### src/rtl/lfsr_check_ctrl_pkg.sv
// Shared types and defaults for the LFSR pattern-check controller.
package lfsr_ctrl_pkg;

    typedef enum logic [1:0] {
        IDLE,
        ACQUIRE,
        RUN,
        DONE
    } state_t;

    localparam int unsigned DEF_LOCK_CNT   = 4;
    localparam int unsigned DEF_UNLOCK_CNT = 8;

endpackage

### src/rtl/lfsr_check_ctrl_if.sv
// Control, stream and status signals of the LFSR pattern-check controller.
interface lfsr_check_ctrl_if #(
    parameter int unsigned WIDTH = 32,
    parameter int unsigned CNT_W = 32
);

    logic             start;
    logic             stop;
    logic [CNT_W-1:0] num_words;
    logic             dv_in;
    logic [WIDTH-1:0] datain;
    logic             busy;
    logic             locked;
    logic             done;
    logic             error;
    logic             lock_lost;
    logic [CNT_W-1:0] word_count;
    logic [CNT_W-1:0] err_count;

    modport master (
        output start, stop, num_words, dv_in, datain,
        input  busy, locked, done, error, lock_lost, word_count, err_count
    );

    modport slave (
        input  start, stop, num_words, dv_in, datain,
        output busy, locked, done, error, lock_lost, word_count, err_count
    );

endinterface

### src/rtl/lfsr_check_ctrl_lfsr.sv
// Combinational one-step advance of the 32-bit Fibonacci LFSR
// x^32 + x^22 + x^2 + x + 1 (shift left, feedback into bit 0).
module lfsr #(
    parameter int unsigned WIDTH = 32
) (
    input  logic [WIDTH-1:0] state,
    output logic [WIDTH-1:0] next_state
);

    logic feedback;

    assign feedback   = state[31] ^ state[21] ^ state[1] ^ state[0];
    assign next_state = {state[WIDTH-2:0], feedback};

endmodule

### src/rtl/lfsr_check_ctrl.sv
// Receive-side LFSR checker: acquires lock on a self-synchronised stream,
// counts checked words and mismatches, and drops lock on error bursts.
module lfsr_check_ctrl
    import lfsr_ctrl_pkg::*;
#(
    parameter int unsigned WIDTH      = 32,
    parameter int unsigned CNT_W      = 32,
    parameter int unsigned LOCK_CNT   = DEF_LOCK_CNT,
    parameter int unsigned UNLOCK_CNT = DEF_UNLOCK_CNT
) (
    input  logic               clk,
    input  logic               reset_n,
    lfsr_check_ctrl_if.slave   bus
);

    localparam int unsigned MC_W = $clog2(LOCK_CNT + 1);
    localparam int unsigned CE_W = $clog2(UNLOCK_CNT + 1);

    state_t           state;
    logic [WIDTH-1:0] pred;
    logic [WIDTH-1:0] pred_next;
    logic             have_prev;
    logic [MC_W-1:0]  match_cnt;
    logic [CE_W-1:0]  consec_err;

    logic             is_match;
    logic             lock_hit;
    logic             unlock_hit;
    logic             finish_hit;
    logic [CNT_W-1:0] word_count_inc;
    logic [CNT_W-1:0] err_count_inc;

    lfsr #(.WIDTH(WIDTH)) u_lfsr (
        .state      (bus.datain),
        .next_state (pred_next)
    );

    assign is_match       = have_prev && (bus.datain == pred);
    assign lock_hit       = is_match && (match_cnt == MC_W'(LOCK_CNT - 1));
    assign unlock_hit     = !is_match && (consec_err == CE_W'(UNLOCK_CNT - 1));
    assign word_count_inc = (&bus.word_count) ? bus.word_count : bus.word_count + CNT_W'(1);
    assign err_count_inc  = (&bus.err_count) ? bus.err_count : bus.err_count + CNT_W'(1);
    assign finish_hit     = (bus.num_words != '0) && (word_count_inc == bus.num_words);

    always_ff @(posedge clk or negedge reset_n) begin
        if (!reset_n) begin
            state          <= IDLE;
            pred           <= '0;
            have_prev      <= 1'b0;
            match_cnt      <= '0;
            consec_err     <= '0;
            bus.busy       <= 1'b0;
            bus.locked     <= 1'b0;
            bus.done       <= 1'b0;
            bus.error      <= 1'b0;
            bus.lock_lost  <= 1'b0;
            bus.word_count <= '0;
            bus.err_count  <= '0;
        end else begin
            case (state)
                IDLE, DONE: begin
                    if (bus.start) begin
                        state          <= ACQUIRE;
                        have_prev      <= 1'b0;
                        match_cnt      <= '0;
                        consec_err     <= '0;
                        bus.busy       <= 1'b1;
                        bus.locked     <= 1'b0;
                        bus.done       <= 1'b0;
                        bus.error      <= 1'b0;
                        bus.lock_lost  <= 1'b0;
                        bus.word_count <= '0;
                        bus.err_count  <= '0;
                    end
                end
                ACQUIRE: begin
                    if (bus.dv_in) begin
                        pred      <= pred_next;
                        have_prev <= 1'b1;
                        match_cnt <= is_match ? match_cnt + MC_W'(1) : '0;
                        if (lock_hit) begin
                            state      <= RUN;
                            consec_err <= '0;
                            bus.locked <= 1'b1;
                        end
                    end
                end
                RUN: begin
                    if (bus.dv_in) begin
                        pred           <= pred_next;
                        bus.word_count <= word_count_inc;
                        if (is_match) begin
                            consec_err <= '0;
                        end else begin
                            consec_err    <= consec_err + CE_W'(1);
                            bus.err_count <= err_count_inc;
                            bus.error     <= 1'b1;
                        end
                        // Reaching the word budget wins over an unlock on the same word.
                        if (finish_hit) begin
                            state      <= DONE;
                            bus.busy   <= 1'b0;
                            bus.locked <= 1'b0;
                            bus.done   <= 1'b1;
                        end else if (unlock_hit) begin
                            state         <= ACQUIRE;
                            match_cnt     <= '0;
                            bus.locked    <= 1'b0;
                            bus.lock_lost <= 1'b1;
                        end
                    end
                end
                default: state <= IDLE;
            endcase

            // A word arriving with stop is still processed above; stop then overrides the state.
            if (bus.stop && (state == ACQUIRE || state == RUN)) begin
                state      <= DONE;
                bus.busy   <= 1'b0;
                bus.locked <= 1'b0;
                bus.done   <= 1'b1;
            end
        end
    end

endmodule

### src/flat_wrapper.sv
// flat-port wrapper written by rule: the top's interface ports become plain ports
module lfsr_check_ctrl_flat import lfsr_ctrl_pkg::*;
#(
    parameter int unsigned WIDTH      = 32,
    parameter int unsigned CNT_W      = 32,
    parameter int unsigned LOCK_CNT   = DEF_LOCK_CNT,
    parameter int unsigned UNLOCK_CNT = DEF_UNLOCK_CNT
)
  (clk, reset_n, bus_start, bus_stop, bus_num_words, bus_dv_in, bus_datain, bus_busy, bus_locked, bus_done, bus_error, bus_lock_lost, bus_word_count, bus_err_count);
  lfsr_check_ctrl_if #(.WIDTH(WIDTH), .CNT_W(CNT_W)) bus_i ();
  input  logic clk;
  input  logic reset_n;
  input wire logic [$bits(bus_i.start)-1:0] bus_start;
  input wire logic [$bits(bus_i.stop)-1:0] bus_stop;
  input wire logic [$bits(bus_i.num_words)-1:0] bus_num_words;
  input wire logic [$bits(bus_i.dv_in)-1:0] bus_dv_in;
  input wire logic [$bits(bus_i.datain)-1:0] bus_datain;
  output wire logic [$bits(bus_i.busy)-1:0] bus_busy;
  output wire logic [$bits(bus_i.locked)-1:0] bus_locked;
  output wire logic [$bits(bus_i.done)-1:0] bus_done;
  output wire logic [$bits(bus_i.error)-1:0] bus_error;
  output wire logic [$bits(bus_i.lock_lost)-1:0] bus_lock_lost;
  output wire logic [$bits(bus_i.word_count)-1:0] bus_word_count;
  output wire logic [$bits(bus_i.err_count)-1:0] bus_err_count;
  assign bus_i.start = bus_start;
  assign bus_i.stop = bus_stop;
  assign bus_i.num_words = bus_num_words;
  assign bus_i.dv_in = bus_dv_in;
  assign bus_i.datain = bus_datain;
  assign bus_busy = bus_i.busy;
  assign bus_locked = bus_i.locked;
  assign bus_done = bus_i.done;
  assign bus_error = bus_i.error;
  assign bus_lock_lost = bus_i.lock_lost;
  assign bus_word_count = bus_i.word_count;
  assign bus_err_count = bus_i.err_count;
  lfsr_check_ctrl #(.WIDTH(WIDTH), .CNT_W(CNT_W), .LOCK_CNT(LOCK_CNT), .UNLOCK_CNT(UNLOCK_CNT)) u_core (.clk(clk), .reset_n(reset_n), .bus(bus_i));
endmodule
### config.mk
export PLATFORM = sky130hd
export DESIGN_NAME = lfsr_check_ctrl_flat
export DESIGN_NICKNAME = d
export VERILOG_FILES = /design/src/rtl/lfsr_check_ctrl_pkg.sv /design/src/rtl/lfsr_check_ctrl_if.sv /design/src/rtl/lfsr_check_ctrl_lfsr.sv /design/src/rtl/lfsr_check_ctrl.sv /design/src/flat_wrapper.sv
export SDC_FILE = /design/constraint.sdc
export NUM_CORES = 1
export LEC_CHECK = 0
export CORE_MARGIN = 2
export CORE_UTILIZATION = 46
export CTS_CLUSTER_SIZE = 40
export DETAILED_ROUTE_END_ITERATION = 6
export PLACE_DENSITY = 0.71
export SETUP_SLACK_MARGIN = 0.15
export SYNTH_ARGS = -nofsm -noshare
export SYNTH_HDL_FRONTEND = slang
export SYNTH_SLANG_ARGS = --single-unit
### constraint.sdc
create_clock -name clk -period 4.98 [get_ports clk]
set_input_delay 0.996 -clock clk [delete_from_list [all_inputs] [get_ports clk]]
set_output_delay 0.996 -clock clk [all_outputs]
set_load 0.005 [all_outputs]
## After elaboration in Yosys (flattened, before gate mapping)

Cells that the tools add are included.

- Register bits: 111

- Add/sub/neg operators: 4
- Equal/unequal tests: 21
- Muxes and demuxes: 55
- Bitwise operators: 3
- Reduce and logical (&&, ||, !) cells: 26

Operators by type and width:

| cell | number |
|---|---|
| two-way mux 32 bit | 6 |
| case mux 32 bit (2 select lines) | 2 |
| adder 32 x 1 -> 32 bit (second input constant) | 2 |
| == test 32 bit | 2 |
| AND reduction 32 bit | 2 |
| nonzero test 32 bit | 1 |
| two-way mux 1 bit | 20 |
| two-way mux 4 bit | 5 |
| AND reduction 5 bit | 4 |
| two-way mux 3 bit | 6 |
| two-way mux 2 bit | 7 |
| inequality test 2 bit (second input constant) | 6 |
| case mux 4 bit (3 select lines) | 1 |
| AND reduction 4 bit | 3 |
| case mux 1 bit (2 select lines) | 5 |
| inequality test 3 x 2 -> 1 bit (second input constant) | 3 |
| case mux 3 bit (3 select lines) | 1 |
| inequality test 3 bit (second input constant) | 2 |
| case mux 2 bit (3 select lines) | 1 |
| AND reduction 3 bit | 2 |
| logical AND 1 bit | 5 |
| adder 4 x 1 -> 4 bit (second input constant) | 1 |
| == test 2 bit (second input constant) | 2 |
| == test 4 x 3 -> 1 bit (second input constant) | 1 |
| other kinds (14) | 19 |

## Logic depth before layout (Yosys ltp)

- Depth in word-level cells: 9
- Gate-level depth with buffers: 13
- Gate-level depth less buffers: 11

## Cells and area by module

From an unflattened synthesis, not the netlist that was laid out.

- Cell total of the unflattened synthesis: 857
- Area, all modules: 7788.7 sq um

By module, submodules not included:

| module | instances | cells an instance | area each (sq um) | sequential area each (sq um) |
|---|---|---|---|---|
| lfsr_check_ctrl | 1 | 822 | 7522.2 | 2777.7 |
| lfsr | 1 | 35 | 266.5 | 0.0 |

## Worst setup path after synthesis

Ideal clock, no wire load.

- Path kind: in2reg
- Start point: input port bus_datain[27]
- End point: register u_core.bus.err_count[19]
- Library setup time: 0.132 ns
- Data arrival time: 3.435 ns
- Required time: 4.848 ns
- Slack: 1.414 ns
- Cell stages on the path: 11
- Cells stage by stage: xor2_1 or4b_2 nor4_1 and4_1 a31oi_1 o211ai_1 or2_2 clkbuf_1 nor2_1 xnor2_1 nor2_1

- Longest elaborated chain between the ends: 4

RTL lines:

| item | RTL line | source |
|---|---|---|
| start, declared | flat_wrapper.sv:17 | `input wire logic [$bits(bus_i.datain)-1:0] bus_datain;` |
| == test 32 bit | lfsr_check_ctrl.sv:38 | `assign is_match = have_prev && (bus.datain == pred);` |
| logical AND 1 bit | lfsr_check_ctrl.sv:38 |  |
| inequality test 2 bit (no line) | -- |  |
| AND reduction 5 bit (no line) | -- |  |
| end signal, assigned | lfsr_check_ctrl.sv:96 | `bus.err_count <= err_count_inc;` |
| end, declared | lfsr_check_ctrl_if.sv:27 | `output busy, locked, done, error, lock_lost, word_count, err_count` |

Every way passes these cells.
A chain may end at the register's enable or synchronous reset.

## Final worst setup path

- Start point: register u_core.bus.word_count[17]
- End point: register u_core.state[0]

- Longest elaborated chain between the ends: 8

RTL lines:

| item | RTL line | source |
|---|---|---|
| start, declared | lfsr_check_ctrl_if.sv:27 |  |
| start signal, assigned | lfsr_check_ctrl.sv:91 | `bus.word_count <= word_count_inc;` |
| adder 32 x 1 -> 32 bit or AND reduction 32 bit (tied branches) | lfsr_check_ctrl.sv:41 | `assign word_count_inc = (&bus.word_count) ? bus.word_count : bus.word_count + CNT_W'(1);` |
| two-way mux 32 bit * | lfsr_check_ctrl.sv:41 |  |
| == test 32 bit * | lfsr_check_ctrl.sv:43 | `assign finish_hit = (bus.num_words != '0) && (word_count_inc == bus.num_words);` |
| logical AND 1 bit * | lfsr_check_ctrl.sv:43 |  |
| two-way mux 2 bit | lfsr_check_ctrl.sv:100 | `if (finish_hit) begin` |
| two-way mux 2 bit | lfsr_check_ctrl.sv:89 | `if (bus.dv_in) begin` |
| case mux 2 bit (3 select lines) | lfsr_check_ctrl.sv:60 | `case (state)` |
| two-way mux 2 bit | lfsr_check_ctrl.sv:117 | `if (bus.stop && (state == ACQUIRE \|\| state == RUN)) begin` |
| end signal, assigned | lfsr_check_ctrl.sv:63 | `state <= ACQUIRE;` |
| end signal, assigned | lfsr_check_ctrl.sv:101 | `state <= DONE;` |
| end signal, assigned | lfsr_check_ctrl.sv:118 | `state <= DONE;` |
| end, declared | lfsr_check_ctrl.sv:19 | `state_t state;` |

Mark *: on every way between the ends. The rest lies on a longest branch, timed or not. The select of a mux whose other input is x is not followed.

==> impl_metrics.csv <==
group,metric,value,unit
placed_design,placed_area,0.00914,mm2
power,leakagePower,0.00365,uW
status,violations,"design-rule violations",
sta,rsz0062_at_grt,"no",
global_route,grt_pass1_vias,6878,
floorplanning,die_w,133,um
synth,syn_nets,960,
synth,synth_common_cells,"nand2_1, dfrtp_1, o21ai_0",
synth,synth-seq-area-share,0.363,
sta,period_needed,3.91,ns
route,ant_nets,0,
synth,ys.flop_type,"dfrtp_1",
cts,cts_hold_buf,0,
cts,insertion_delay,0.36,ns
synth,yosysTopAreaCellShare,0.363,
route,drtIter0Drc,636,
synth,ys_types,80,
status,status,"finished, violations left",
synth,synth_top_area_cell,"dfrtp_1",
cts,cts-root-buf,"clkbuf_16",
sta,maxSlewViolCount,0,
critical_path,crit_type,"reg -> reg",
critical_path,crit_required,5.22,ns
synth,muxShareOfSynthArea,0.0498,
placed_design,io_buffers,137,
layout,drive_gt1_frac,0.0857,
synth,avgSynthCellArea,8.67,um2
sta,fin_crit_sh,0.786,
synth,synth_top_family_by_area,"simple AND/OR/NAND/NOR gates",
synth,synth.cell_area,0.00766,mm2
sta,worst_slew_margin_rel,0.371,
layout,syn_to_final_growth,23.5,%
floorplanning,pin_count,138,
route,drc,2,
critical_path,r2r_cells,10,
sta,fin_ws,1.07,ns
cts,numCtsBuffers,9,
synth,synth_fa_ha_area_frac,0.0131,
critical_path,end_kind,"register",
route,wl_met2,10300,um
critical_path,worstPathMaxFanout,13,
floorplanning,die_area,0.0177,mm2
synth,synth.area.top_cells,"dfrtp_1, xnor2_1, nand2_1",
synth,synth_edf_count,0,
sta,worst_pin_slew,0.944,ns
route,drtPass1Iterations,7,
placed_design,place_ws,0.765,ns
cts,cts_tree,"built",
critical_path,start_kind,"register",
global_route,grt_max_degree,50,
route,wl_met3,1180,um
global_route,track_usage,0.250,
power,p_per_area,360,mW/mm2
synth,synth_cells,883,
min_path,hp-class,"reg -> reg",
sta,finalClockSkew,0.0142,ns
synth,synth.most_common_cell,"nand2_1",
floorplanning,floorplan.rows,47,
cts,cts_resized,0,
placed_design,place_hpwl,16300,um
synth,ys_ff_latch,111,
floorplanning,fp.dieH,133,um
cts,post-cts-setup-buffer-count,0,
flow_run,drv_cap,0,
route,finalWirelength,21600,um
sta,max_freq,255,MHz
synth,ys_async_sr_fraction,1.00,
placed_design,gp_congestion,0.971,
global_route,antenna_found_initial,0,
sta,setup_viol,0,
synth,synth-xor-area-share,0.0995,
synth,synth_compound_area_frac,0.170,
sta,setup_tns,0,ns
cts,htree_levels,3,
global_route,grt_pass1_wl,35500,um
route,num_vias,7208,
floorplanning,start_util,0.467,
cts,cts.clk_slew.worst_paths,0.08,ns
route,wl_met1,9560,um
route,avgRoutedWirePerCell,17.6,um
sta,holdWs,0.486,ns
min_path,holdPathStages,1,
cts,clockBufferDepth,2,
layout,diodes,0,
layout,stdcell_area,0.00946,mm2
layout,num-fill-cells,1493,
layout,fin_nets,1075,
synth,synthSimpleGateAreaFrac,0.258,
route,routed_via_density,5.89,
cts,clock-sinks,111,
power,peakVddDrop,0.233,mV
floorplanning,core,0.0164,mm2
critical_path,arrival,4.16,ns
synth,yosys_warnings,0,
route,routed.top_layer,"met4",
sta,hold_viol_final,0,
global_route,gr-total-overflow,0,
-- worst max-delay path: stages (launching register included) --
cell and delay, ns:
dfrtp_1 0.58, nand4_1 0.35, nor4_4 0.84, a21oi_1 0.26
xnor2_1 0.34, o2111ai_1 0.27, a2111oi_2 0.33, nand4_1 0.21
nor3_2 0.19, a21boi_2 0.12, mux2_4 0.30
-- power breakdown --
part	internal, uW	total (uW)	switching (uW)	leakage (uW)
Sequential	1080	1230	143	0.00147
Clock	403	775	372	0.000155
Combinational	607	1410	800	0.00203
-- cells in the final DEF, fill, tap and decap left out, types with 9 or more instances in the layout --
| master | n |
|---|---|
| o21ai_0 | 71 |
| nor3_1 | 20 |
| nand2_1 | 113 |
| nand3_1 | 35 |
| nor2_1 | 59 |
| or3_1 | 12 |
| and4_1 | 9 |
| nor4_1 | 18 |
| mux2_2 | 29 |
| and3_1 | 13 |
| a21oi_1 | 40 |
| buf_4 | 13 |
| clkbuf_16 | 9 |
| nand4_1 | 33 |
| dfrtp_1 | 111 |
| xor2_1 | 31 |
| clkdlybuf4s50_1 | 136 |
| inv_1 | 26 |
| xnor2_1 | 56 |
| o31ai_1 | 12 |
| nand2b_1 | 17 |
-- registers in the layout, summed over array words and instances (netlist names), 2 cells and up --
| register | flops |
|---|---|
| u_core.match_cnt | 3 |
| u_core.consec_err | 4 |
| u_core.bus.err_count | 32 |
| u_core.state | 2 |
| u_core.pred | 32 |
| u_core.bus.word_count | 32 |
-- worst paths after layout --
check,from,end,slack (ns)
setup / recovery,u_core.bus.word_count[17],u_core.state[0],1.07
max in group asynchronous,reset_n,u_core.match_cnt[0],3.48
hold reg to reg,u_core.bus.busy,u_core.bus.busy,0.49
hold / removal,u_core.bus.busy,u_core.bus.busy,0.49
min in group asynchronous,reset_n,u_core.pred[19],0.55
setup reg to reg,u_core.bus.word_count[17],u_core.state[0],1.07
-- cells by family after synthesis --
| kind of cell | Yosys count |
|---|---|
| and+or+nand+nor | 376 |
| AOI/OAI and AO/OA | 196 |
| DFF | 111 |
| xor gates and xnor gates | 87 |
| buffers and inverters | 71 |
| muxes | 34 |
| adders and majority gates | 8 |
-- layout make-up --
type,count,area (um2),share of cell area
multi-input combinational,701,4530,0.479
clock inverter,7,92.6,0.00979
inverter,26,97.6,0.0103
tap,220,275,0.0291
sequential,111,2780,0.294
timing repair buffer,149,1460,0.154
clock buffer,9,225,0.0238
-- through the flow --
step,cells,total power [uW],utilization
6_report,1223,3410,0.576
2_1_floorplan,883,2180,-
3_5_place_dp,1207,2650,0.557
3_3_place_gp,1207,2620,0.557
5_1_grt,1223,3660,0.576
4_1_cts,1223,3430,0.576
-- metal layers --
layer	GRT usage	up-vias
met2	0.408	248
met4	0.0956	0
met1	0.338	3470
met5	0	-
li1	-	3442
met3	0.0352	48
Power figures use the tool's default switching activity.
